===== src/rtl/neuron_weight_server.sv =====
// Weight/bias responder for one neuron: stores a streamed bias+weight set and answers BRAM reads.
// Optional macro NEURON_WS_OUTREG_EN adds an output register stage (read latency 2 instead of 1).
module neuron_weight_server #(
   parameter int DATA_WIDTH = 16,
   parameter int DEPTH      = 64,
   parameter int ADDR_WIDTH = $clog2(DEPTH)
) (
   input  logic                  pi_clk,
   input  logic                  pi_rst,
   input  logic                  pi_load_start,
   input  logic                  pi_load_valid,
   input  logic [DATA_WIDTH-1:0] pi_load_data,
   output logic                  po_load_ready,
   output logic                  po_loaded,
   input  logic [ADDR_WIDTH-1:0] pi_BRAM_add,
   input  logic                  pi_BRAM_en,
   output logic [DATA_WIDTH-1:0] po_weights,
   output logic [DATA_WIDTH-1:0] po_bias,
   output logic                  po_valid,
   output logic                  po_clc_accumulator,
   output logic                  po_accumulation_done,
   output logic                  po_error
);
   typedef enum logic [1:0] {EMPTY, LOAD_BIAS, LOAD_W, READY} state_e;

   state_e                state_q;
   logic [ADDR_WIDTH-1:0] wptr_q;
   logic                  loaded_q, err_q;
   logic [DATA_WIDTH-1:0] bias_q;
   logic [DATA_WIDTH-1:0] mem_q [2**ADDR_WIDTH];

   logic                  rd_oob, rd_fire, wr_last, wr_en;
   logic [DATA_WIDTH-1:0] rdata_d;

   // Addresses beyond DEPTH only exist when DEPTH is not a power of two.
   if (DEPTH == 2**ADDR_WIDTH) begin : g_pow2
      assign rd_oob = 1'b0;
   end else begin : g_npow2
      assign rd_oob = (pi_BRAM_add >= ADDR_WIDTH'(DEPTH));
   end

   assign po_load_ready = (state_q == LOAD_BIAS) || (state_q == LOAD_W);
   assign wr_last       = (wptr_q == ADDR_WIDTH'(DEPTH - 1));
   assign wr_en         = (state_q == LOAD_W) && pi_load_valid && !pi_load_start;
   assign rd_fire       = pi_BRAM_en && (state_q == READY) && !pi_load_start;
   assign rdata_d       = rd_oob ? '0 : mem_q[pi_BRAM_add];
   assign po_loaded     = loaded_q;
   assign po_error      = err_q;
   assign po_bias       = bias_q;

   // A load start overrides everything else in the same cycle, including a read request.
   always_ff @(posedge pi_clk or negedge pi_rst) begin
      if (!pi_rst) begin
         state_q  <= EMPTY;
         wptr_q   <= '0;
         loaded_q <= 1'b0;
         err_q    <= 1'b0;
         bias_q   <= '0;
      end else if (pi_load_start) begin
         state_q  <= LOAD_BIAS;
         wptr_q   <= '0;
         loaded_q <= 1'b0;
         err_q    <= 1'b0;
      end else begin
         if (pi_BRAM_en && (state_q != READY || rd_oob)) err_q <= 1'b1;
         case (state_q)
            LOAD_BIAS: if (pi_load_valid) begin
               bias_q  <= pi_load_data;
               state_q <= LOAD_W;
            end
            LOAD_W: if (pi_load_valid) begin
               wptr_q <= wptr_q + 1'b1;
               if (wr_last) begin
                  state_q  <= READY;
                  loaded_q <= 1'b1;
               end
            end
            default: ;
         endcase
      end
   end

   always_ff @(posedge pi_clk) begin
      if (wr_en) mem_q[wptr_q] <= pi_load_data;
   end

   logic                  v1_q, c1_q, a1_q;
   logic [DATA_WIDTH-1:0] d1_q;

   always_ff @(posedge pi_clk or negedge pi_rst) begin
      if (!pi_rst) begin
         v1_q <= 1'b0;
         c1_q <= 1'b0;
         a1_q <= 1'b0;
         d1_q <= '0;
      end else begin
         v1_q <= rd_fire;
         c1_q <= rd_fire && (pi_BRAM_add == '0);
         a1_q <= rd_fire && (pi_BRAM_add == ADDR_WIDTH'(DEPTH - 1));
         if (rd_fire) d1_q <= rdata_d;
      end
   end

`ifdef NEURON_WS_OUTREG_EN
   logic                  v2_q, c2_q, a2_q;
   logic [DATA_WIDTH-1:0] d2_q;

   always_ff @(posedge pi_clk or negedge pi_rst) begin
      if (!pi_rst) begin
         v2_q <= 1'b0;
         c2_q <= 1'b0;
         a2_q <= 1'b0;
         d2_q <= '0;
      end else begin
         v2_q <= v1_q;
         c2_q <= c1_q;
         a2_q <= a1_q;
         if (v1_q) d2_q <= d1_q;
      end
   end

   assign po_valid             = v2_q;
   assign po_weights           = d2_q;
   assign po_clc_accumulator   = c2_q;
   assign po_accumulation_done = a2_q;
`else
   assign po_valid             = v1_q;
   assign po_weights           = d1_q;
   assign po_clc_accumulator   = c1_q;
   assign po_accumulation_done = a1_q;
`endif
endmodule


===== config.mk =====
export PLATFORM = sky130hd
export DESIGN_NAME = neuron_weight_server
export DESIGN_NICKNAME = d
export VERILOG_FILES = /design/src/rtl/neuron_weight_server.sv
export SDC_FILE = /design/constraint.sdc
export NUM_CORES = 1
export LEC_CHECK = 0
export ABC_CLOCK_PERIOD_IN_PS = 8470
export CORE_UTILIZATION = 25
export CTS_CLUSTER_DIAMETER = 120
export DETAILED_ROUTE_END_ITERATION = 12
export PLACE_DENSITY = 0.47
export SYNTH_ARGS = -nofsm -noshare
export SYNTH_HDL_FRONTEND = slang
export SYNTH_SLANG_ARGS = --single-unit

===== constraint.sdc =====
create_clock -name pi_clk -period 8.47 [get_ports pi_clk]
set_clock_uncertainty 0.15 [all_clocks]
set_input_delay 1.694 -clock pi_clk [delete_from_list [all_inputs] [get_ports pi_clk]]
set_output_delay 1.694 -clock pi_clk [all_outputs]
set_load 0.05 [all_outputs]

==> impl_metrics.json <==
{
  "wire_length_per_cell_after_detailed_routing_um": 24.3,
  "worst_setup_path_start_kind": "input port",
  "die_area_um2": 167000,
  "grt_antenna_before_repair": 12,
  "clk_pin_slew_worst_paths_ps": 60,
  "first_iter_violations": 1848,
  "dieHeight_um": 409,
  "cp.depth": 7,
  "synth_nets": 1940,
  "slew_headroom": 0.139,
  "hpwl_mm": 61.4,
  "critical_path.cell_chain": "buf_8 > buf_4 > mux4_2 > mux2i_1 > nor2_1 > nor3_1 > nor3_1",
  "achievable-frequency_ghz": 0.211,
  "worst_path_most_repeated_cell": "nor3_1",
  "multiInputGateArea_um2": 8780,
  "synth_edf_count": 1024,
  "synthArstFlopShare": 0.0421,
  "port_bufs": 64,
  "postCtsSetupBuffers": 0,
  "final.period_utilization": 0.559,
  "timing.critical_path.slowest_stage_cell": "buf_4",
  "cp_top_family": "buffers and inverters",
  "biggest_cell_delay_along_the_critical_path_ps": 820,
  "sequential_cell_area_um2": 31900,
  "synth_simple_gate_area_share": 0.0253,
  "cts_max_path_buffers": 3,
  "post-route-min-period_ps": 4740,
  "synth_top_cell_area_share": 0.742,
  "area.growth.synth_to_final_pct": 17.0,
  "min_path_type": "reg2reg",
  "avgSynthCellArea_um2": 21.7,
  "final_max_slew_viol_count": 0,
  "critical_path_peak_fanout": 66,
  "regToRegSetupSlack_ps": 5230,
  "yosysWarningCount": 0,
  "mappedNetlistArea_um2": 41400,
  "worst_slew_pin_tran_ps": 1290,
  "run_status": "completed",
  "cap_viol_max_count": 0,
  "htree_num_levels": 3,
  "finalHoldViolations": 0,
  "route.detailed.vias_per_inst": 4.45,
  "vias": 19443,
  "ctsRootBufferMaster": "clkbuf_16",
  "crit_path_end": "po_weights[8]",
  "design.core.area_um2": 165000,
  "cts.sinks": 1069,
  "total_clock_buffers_created_by_cts": 110,
  "hold_ws_ps": 357,
  "hold_crit_start": "po_bias[4]",
  "ys_seq_area_frac": 0.770,
  "setup_total_negative_slack_ps": 0,
  "critPathLaunch": "pi_BRAM_add[0]",
  "synth_cell_type_count": 48,
  "io_pins": 65,
  "post-place-cells": 4157,
  "timing.critical_path.buf_inv": 2,
  "power.leakage_nw": 15.2,
  "finalWirelength_mm": 106,
  "power.density_cell_area_nw_per_um2": 242,
  "final_antenna_net_count": 0,
  "tritoncts_clock_tree": "yes",
  "grt_setup_unrepaired": "false",
  "worst_ep_required_time_ps": 8840,
  "combinational_family_with_the_most_area_after_synthesis": "multiplexers",
  "end_kind": "register",
  "worst_ep_arrival_time_ps": 5110,
  "grt_remaining_overflow": 0,
  "rr_worst_depth": 7,
  "synth_area_leader_cell": "edfxtp_1",
  "finalNonFillerCells": 4368,
  "synth.mux.area_fraction": 0.167,
  "path_class": "in2reg",
  "postLayoutSetupSlackWorst_ps": 3730,
  "reg2reg_from": "state_q[0]",
  "place.gp.congestion": 0.755,
  "global_route_wire_length_before_repair_mm": 153,
  "postCtsHoldBufs": 0,
  "place_worst_setup_slack_ps": 2720,
  "final_nets": 2111,
  "grt_pass1_vias": 20535,
  "grt.total_usage": 0.127,
  "layout-drive-gt1-share": 0.260,
  "detailedRoute.firstPassIterationCount": 7,
  "postPlaceCellArea_um2": 44800,
  "detail_route.drc_violations": 0,
  "syn-instance-count": 1909,
  "synth.top_cells.by_area": "edfxtp_1 74%, mux4_2 13%, mux2i_1 3.0%, dfrtp_1 2.7%, nor2_1 1.1%",
  "worstSkewPairLatency_ps": 690,
  "ir_worst_vdd_mv": 0.222,
  "timing.final.setup_violations": 0,
  "yosys.area_share.xor_xnor": 0.000846,
  "grt_start_max_net_pins": 93,
  "synth_compound_gate_area_share": 0.0178,
  "placementRows": 149,
  "adder_and_majority_gate_portion_of_the_synthesized_area": 0.00121,
  "synth_top_flop_cell": "edfxtp_1",
  "worstReg2RegEnd": "mem_q[10][10]",
  "final_layout_fill_cell_count": 15994,
  "start_util": 0.252,
  "post_cts_resize_count": 0,
  "ys_ff_latch": 1069,
  "fp.dieW_um": 409,
  "postLayoutCellArea_um2": 48500
}
## metal layers
metal | part of all wire | GRT usage
met4 | 0.020 | 0.0354
met3 | 0.057 | 0.0249
met2 | 0.47 | 0.200
met1 | 0.45 | 0.176
met5 | 0.00039 | 0
## flip-flops by register name (all words and copies together), names as in the netlist
register              count
mem_q                  1024
po_accumulation_done      1
po_bias                  16
po_clc_accumulator        1
po_error                  1
po_loaded                 1
po_valid                  1
po_weights               16
state_q                   2
wptr_q                    6
## worst min path at each step
| stage | cells after the start | end |
|---|---|---|
| after global placement | 2 | po_error |
| final | 1 | po_bias[4] |
| after detailed placement | 1 | po_bias[4] |
| after floorplan | 2 | state_q[1] |
| after global routing | 1 | po_bias[4] |
| after CTS | 1 | po_bias[4] |
## metrics by stage
stage               utilization  power [mW]
CTS                       0.294        11.9
global placement          0.272        6.95
global route              0.294        12.1
detailed placement        0.272        6.95
finish                    0.294        11.7
floorplan                     -        6.54
## kinds of logic (layout without fill, tap and decap cells)
family | after synthesis | after routing
muxes | 386 | 386
AOI/OAI and AO/OA | 107 | 107
DFF | 1069 | 1069
and+or+nand+nor | 229 | 229
other | 0 | 3
buffers and inverters | 110 | 377
xor gates and xnor gates | 4 | 4
adders and majority gates | 4 | 4
## Yosys cell counts (all sizes together), types with 5 or more instances
library cell  count
mux4            241
nand4             5
o22ai            28
clkbuf           34
edfxtp         1024
o221ai           12
inv               5
buf              71
nor2b            18
mux2             22
a22o              8
dfrtp            45
nor3             26
o21ai            24
a21oi             7
nor2            119
mux2i           123
nand2            24
nand3            10
a211oi            6
a22oi             9
## report_power, final
group / switching, mW / internal, mW / leakage, nW
combinational: 0.575 / 0.302 / 3.66
sequential: 0.101 / 5.85 / 9.75
clock: 2.01 / 2.89 / 1.83
## final cells by class
class | count | share of cell area
inverters | 5 | 0.000387
clock buffers | 130 | 0.0605
diodes | 3 | 0.000155
multi-input cells | 730 | 0.181
clock inverters | 78 | 0.0156
flip-flops and latches | 1069 | 0.658
well taps | 2189 | 0.0565
repair buffers | 164 | 0.0280
## cell usage in the layout, fill, tap and decap left out, types with 4 or more instances in the layout
cell and instances:
edfxtp_1 1024, clkinvlp_4 5, o21ai_1 8, mux4_2 241
nor2b_1 18, a22o_1 8, mux2_2 22, a21oi_1 7
ha_1 4, clkdlybuf4s50_1 44, buf_2 17, buf_4 97
nand3b_1 4, nor3_1 26, dfrtp_1 45, clkinv_1 19
o21ai_0 16, a22oi_1 9, bufinv_16 14, o22ai_1 28
and2_1 4, o221ai_1 12, nor2_1 118, nand3_1 10
nand2_1 24, inv_1 5, clkbuf_16 114, a211oi_1 6
clkinv_2 35, or2_2 4, clkbuf_1 14, nand4_1 5
mux2i_1 123
Note: power is estimated with default switching activity, not from simulation.
